## src/rtl/gpr_file_param.sv

```systemverilog
// gpr_file_param
//   General-purpose register file: one write port, two combinational read
//   ports, optional hardwired-zero entry 0, optional same-cycle write-to-read
//   forwarding, and a sequenced bulk-clear engine that zeroes one entry per
//   cycle.
// Ports
//   clk, rst                      clock, async active-high reset
//   reg_write_en/_wr_addr/_wr_data  write port (ignored while clr_busy)
//   reg_rd_addr_n / reg_rd_data_n   combinational read ports (n = 1, 2)
//   clr_req                       level request, sampled only in IDLE
//   clr_busy                      sweep in progress (exactly DEPTH cycles)
//   clr_done                      one-cycle pulse after the sweep

// Per-port read mux. Kept separate so every read port gets identical
// zero/bypass/array priority.
module gpr_file_param_rdport #(
  parameter int DATA_W   = 32,
  parameter int ADDR_W   = 5,
  parameter bit ZERO_REG = 1'b1,
  parameter bit BYPASS   = 1'b1
) (
  input  logic [ADDR_W-1:0]                  i_addr,
  input  logic [(2**ADDR_W)-1:0][DATA_W-1:0] i_regs,
  input  logic                               i_byp_vld,
  input  logic [ADDR_W-1:0]                  i_wr_addr,
  input  logic [DATA_W-1:0]                  i_wr_data,
  output logic [DATA_W-1:0]                  o_data
);
  logic w_byp_hit;
  logic w_zero_hit;

  assign w_byp_hit  = BYPASS && i_byp_vld && (i_wr_addr == i_addr);
  assign w_zero_hit = ZERO_REG && (i_addr == '0);

  // Zero entry wins over bypass, bypass wins over the stored value.
  always_comb begin
    o_data = i_regs[i_addr];
    if (w_byp_hit)  o_data = i_wr_data;
    if (w_zero_hit) o_data = '0;
  end
endmodule

module gpr_file_param #(
  parameter int DATA_W   = 32,
  parameter int ADDR_W   = 5,
  parameter bit ZERO_REG = 1'b1,
  parameter bit BYPASS   = 1'b1
) (
  input  logic              clk,
  input  logic              rst,
  input  logic              reg_write_en,
  input  logic [ADDR_W-1:0] reg_wr_addr,
  input  logic [DATA_W-1:0] reg_wr_data,
  input  logic [ADDR_W-1:0] reg_rd_addr_1,
  output logic [DATA_W-1:0] reg_rd_data_1,
  input  logic [ADDR_W-1:0] reg_rd_addr_2,
  output logic [DATA_W-1:0] reg_rd_data_2,
  input  logic              clr_req,
  output logic              clr_busy,
  output logic              clr_done
);
  localparam int DEPTH  = 2**ADDR_W;
  localparam int NUM_RD = 2;

  typedef enum logic [1:0] {S_IDLE, S_CLEAR, S_DONE} state_t;

  state_t                        r_state;
  state_t                        w_state_nxt;
  logic [ADDR_W-1:0]             r_idx;
  logic [DEPTH-1:0][DATA_W-1:0]  r_regs;

  logic                          w_busy;
  logic                          w_done;
  logic                          w_wr_ok;
  logic                          w_byp_vld;
  logic                          w_sweep_last;
  logic [NUM_RD-1:0][ADDR_W-1:0] w_rd_addr;
  logic [NUM_RD-1:0][DATA_W-1:0] w_rd_data;

  // ---------------------------------------------------------------- FSM
  always_ff @(posedge clk or posedge rst) begin
    if (rst) r_state <= S_IDLE;
    else     r_state <= w_state_nxt;
  end

  assign w_sweep_last = (r_idx == ADDR_W'(DEPTH-1));

  // Status outputs depend on the registered state only, so they carry no
  // combinational path from any input.
  always_comb begin
    w_state_nxt = r_state;
    w_busy      = 1'b0;
    w_done      = 1'b0;
    unique case (r_state)
      S_IDLE:  if (clr_req) w_state_nxt = S_CLEAR;
      S_CLEAR: begin
        w_busy = 1'b1;
        if (w_sweep_last) w_state_nxt = S_DONE;
      end
      // DONE always returns to IDLE; a still-high clr_req must be seen
      // again in IDLE before another sweep starts.
      S_DONE: begin
        w_done      = 1'b1;
        w_state_nxt = S_IDLE;
      end
      default: w_state_nxt = S_IDLE;
    endcase
  end

  assign clr_busy = w_busy;
  assign clr_done = w_done;

  // Sweep index: armed to 0 on entry, advances once per CLEAR cycle. The
  // increment past DEPTH-1 wraps harmlessly since the FSM leaves CLEAR there.
  always_ff @(posedge clk or posedge rst) begin
    if (rst)                                 r_idx <= '0;
    else if (r_state == S_IDLE && clr_req)   r_idx <= '0;
    else if (w_busy)                         r_idx <= r_idx + ADDR_W'(1);
  end

  // ---------------------------------------------------------------- array
  assign w_wr_ok   = reg_write_en && !w_busy &&
                     !(ZERO_REG && (reg_wr_addr == '0));
  // Forwarding follows the same busy gating as the write itself, so a read
  // never shows data that will not land.
  assign w_byp_vld = reg_write_en && !w_busy;

  always_ff @(posedge clk or posedge rst) begin
    if (rst)          r_regs <= '0;
    else if (w_busy)  r_regs[r_idx] <= '0;
    else if (w_wr_ok) r_regs[reg_wr_addr] <= reg_wr_data;
  end

  // ---------------------------------------------------------------- reads
  assign w_rd_addr[0] = reg_rd_addr_1;
  assign w_rd_addr[1] = reg_rd_addr_2;

  for (genvar g = 0; g < NUM_RD; g++) begin : g_rd
    gpr_file_param_rdport #(
      .DATA_W  (DATA_W),
      .ADDR_W  (ADDR_W),
      .ZERO_REG(ZERO_REG),
      .BYPASS  (BYPASS)
    ) u_rd (
      .i_addr   (w_rd_addr[g]),
      .i_regs   (r_regs),
      .i_byp_vld(w_byp_vld),
      .i_wr_addr(reg_wr_addr),
      .i_wr_data(reg_wr_data),
      .o_data   (w_rd_data[g])
    );
  end

  assign reg_rd_data_1 = w_rd_data[0];
  assign reg_rd_data_2 = w_rd_data[1];
endmodule

```

## config.mk

```make
export PLATFORM = sky130hd
export DESIGN_NAME = gpr_file_param
export DESIGN_NICKNAME = d
export VERILOG_FILES = /design/src/rtl/gpr_file_param.sv
export SDC_FILE = /design/constraint.sdc
export NUM_CORES = 2
export LEC_CHECK = 0
export ABC_AREA = 0
export CORE_MARGIN = 2
export CORE_UTILIZATION = 25
export CTS_CLUSTER_DIAMETER = 80
export DETAILED_ROUTE_END_ITERATION = 8
export SYNTH_ARGS = -nofsm -noshare
export SYNTH_HDL_FRONTEND = slang
export SYNTH_HIERARCHICAL = 1
export SYNTH_SLANG_ARGS = --single-unit
export TNS_END_PERCENT = 30
```

## constraint.sdc

```tcl
create_clock -name clk -period 78 [get_ports clk]
set_clock_uncertainty 0.15 [all_clocks]
set_input_delay 15.6 -clock clk [delete_from_list [all_inputs] [get_ports clk]]
set_output_delay 15.6 -clock clk [all_outputs]
set_load 0.01 [all_outputs]
```

==> results.ini <==
[synthesis]
synth_common_cells = mux2i_1, o21ai_0, dfrtp_1
synth_top_area_cell = dfrtp_1
synth_area_per_cell_um2 = 11.7
synthFlopType = dfrtp_1
ys_seq_elements = 1031
synth_nets = 5356
syn_inst = 5300
synthTopCellsByArea = dfrtp_1, mux2i_1, mux4_2, o21ai_0, clkbuf_1
ys_async_sr_fraction = 1.00
yosysMostFrequentCell = mux2i_1
ys_seq_area_frac = 0.417
synth_cell_types = 74
yosys_warnings = 6
yosys.area.top_type_share = 0.417
synth_edf_count = 0
syn_area_um2 = 61900

[outcome]
status = finished clean

[place]
place.gp.congestion = 0.905
hpwl_um = 153000
place_ws_ps = 41810
io_buffers = 116

[die]
start_util = 0.252
fp.dieH_um = 501
die_w_um = 501
ios = 117
rows = 182
dieArea_um2 = 251000
core_area_um2 = 246000

[cts]
cts.sinks = 1031
cts_buffer_depth = 3
cts_resized = 0
htreeDepth = 3
clock_tree.root_cell = clkbuf_16
tritoncts = yes
clk_pin_slew_ps = 60
cts_buffers = 112
hold_buffers = 0
cts_setup_buffers = 0
clock_latency_ps = 750

[worst_setup_path]
critical_path_class = input pin to output port
cp-end-kind = output port
start_kind = input pin
worst-path-max-fanout = 89
critical_path_arrival_ps = 20660
cp.required_ps = 62250

[finish]
post-route-util = 0.281
drive_above_1_share = 0.152
nets = 5080
final.fill_count = 25141
syn_to_final_growth_pct = 11.6

[detailed_routing]
vias_per_cell = 6.10
drt_pre_antenna_iters = 8
first_iter_violations = 7248
routed-via-count = 50869
wirelength_um = 275000
remaining_drc_errors = 0
drtAntennaViolNets = 0
routedWlPerCell_um = 33.0

[timing]
final.min_clock_period_ps = 36410
finalHoldViolCount = 0
setup_viol = 0
worstMarginPinSlew_ps = 1310
fmax_mhz = 27.5
final_max_slew_viol_count = 0
post-route-period-util = 0.467
rsz0062_at_grt = no
setup_ws_ps = 41590
finalSetupTns_ps = 0
relSlewSlack = 0.123

[power]
p_per_area_nw_per_um2 = 35.9
total_power_mw = 2.48
power_leakage_nw = 33.3
ir_drop_uv = 39.8

[global_route]
grt_pass1_vias = 51215
antenna_found_initial = 10
grt_pass1_wl_um = 390000
grt-ovfl-total = 0
grt_max_degree = 193
grtUsageTotal = 0.212

[run]
cap_viol_max_count = 0

[hold_path]
hp-class = flop to flop

-- power by group --
part           internal (mW)  switching, mW
combinational          0.372          0.561
sequential             0.779          0.187
clock                  0.341          0.238
-- critical path: stages --
cell             delay (ps)
buf_8                   480
buf_4                   750
buf_12                  640
nor2_4                   70
nand3b_1                650
buf_4                   430
nand2_1                 120
a211oi_2               1080
clkdlybuf4s50_1         730
-- path summary, 6_finish.rpt --
path                                        from                 to  slack [ps]  cells after the start
worst max register to register        r_state[1]        r_regs[816]       74330                      5
worst min register to register        r_regs[29]         r_regs[29]         360                      1
worst min-delay path                  r_regs[29]         r_regs[29]         360                      1
max in group asynchronous                    rst        r_regs[771]       59130                      5
worst max-delay path            reg_rd_addr_2[1]  reg_rd_data_2[29]       41590                      9
min in group asynchronous                    rst         r_state[0]       15320                      2
-- layout make-up --
class                      instances  area, um^2  area share
multi-input combinational       3580       32700       0.474
sequential                      1031       25800       0.374
tap                             3220        4030      0.0583
clock buffer                     167        3420      0.0496
timing repair buffer             257        2370      0.0344
clock inverter                    40         522     0.00756
inverter                          42         165     0.00239
antenna                            5        12.5    0.000181
-- cell usage in the layout, fill, tap and decap left out, types with 29 or more instances in the layout --
cell / n
a21oi_1: 81
a221oi_1: 78
a22oi_1: 66
and2_1: 38
buf_4: 132
clkbuf_16: 115
clkbuf_8: 35
clkdlybuf4s50_1: 107
dfrtp_1: 1031
inv_1: 35
mux2_2: 31
mux2i_1: 1304
mux4_2: 330
nand2_1: 83
nand3_1: 29
nor3_1: 45
o21ai_0: 1062
o22ai_1: 34
-- per-layer routing --
layer | wire length (um) | global-route usage | vias to the layer above
met4 | 28200 | 0.186 | 8
met3 | 29300 | 0.0568 | 1216
li1 | - | - | 19558
met2 | 120000 | 0.319 | 3748
met5 | 49 | 0 | -
met1 | 98100 | 0.250 | 26339
-- state kept, by name, summed over array words and instances (netlist names) --
signal,count
r_regs,1024
r_idx,5
r_state,2
-- metrics by stage --
stage / area (um^2) / hold slack (ps) / std cells
after detailed placement: 65100 / 342 / 8130
final: 69100 / 358 / 8342
after global routing: 69000 / 385 / 8337
after global placement: 65100 / 334 / 8129
after CTS: 69000 / 356 / 8337
after floorplan: 61900 / 317 / 5300
-- cell families (layout without fill, tap and decap cells) --
family | count (synthesis) | in the layout | share of synthesized area
mux | 1681 | 1681 | 0.344
compound gates | 1500 | 1500 | 0.140
flops | 1031 | 1031 | 0.417
buf+inv | 689 | 506 | 0.0604
simple gates | 384 | 384 | 0.0367
xor+xnor | 10 | 10 | 0.00142
fa+ha+maj | 5 | 5 | 0.00101
other cells | 0 | 5 | 0
Note: power is estimated with default switching activity, not from simulation.
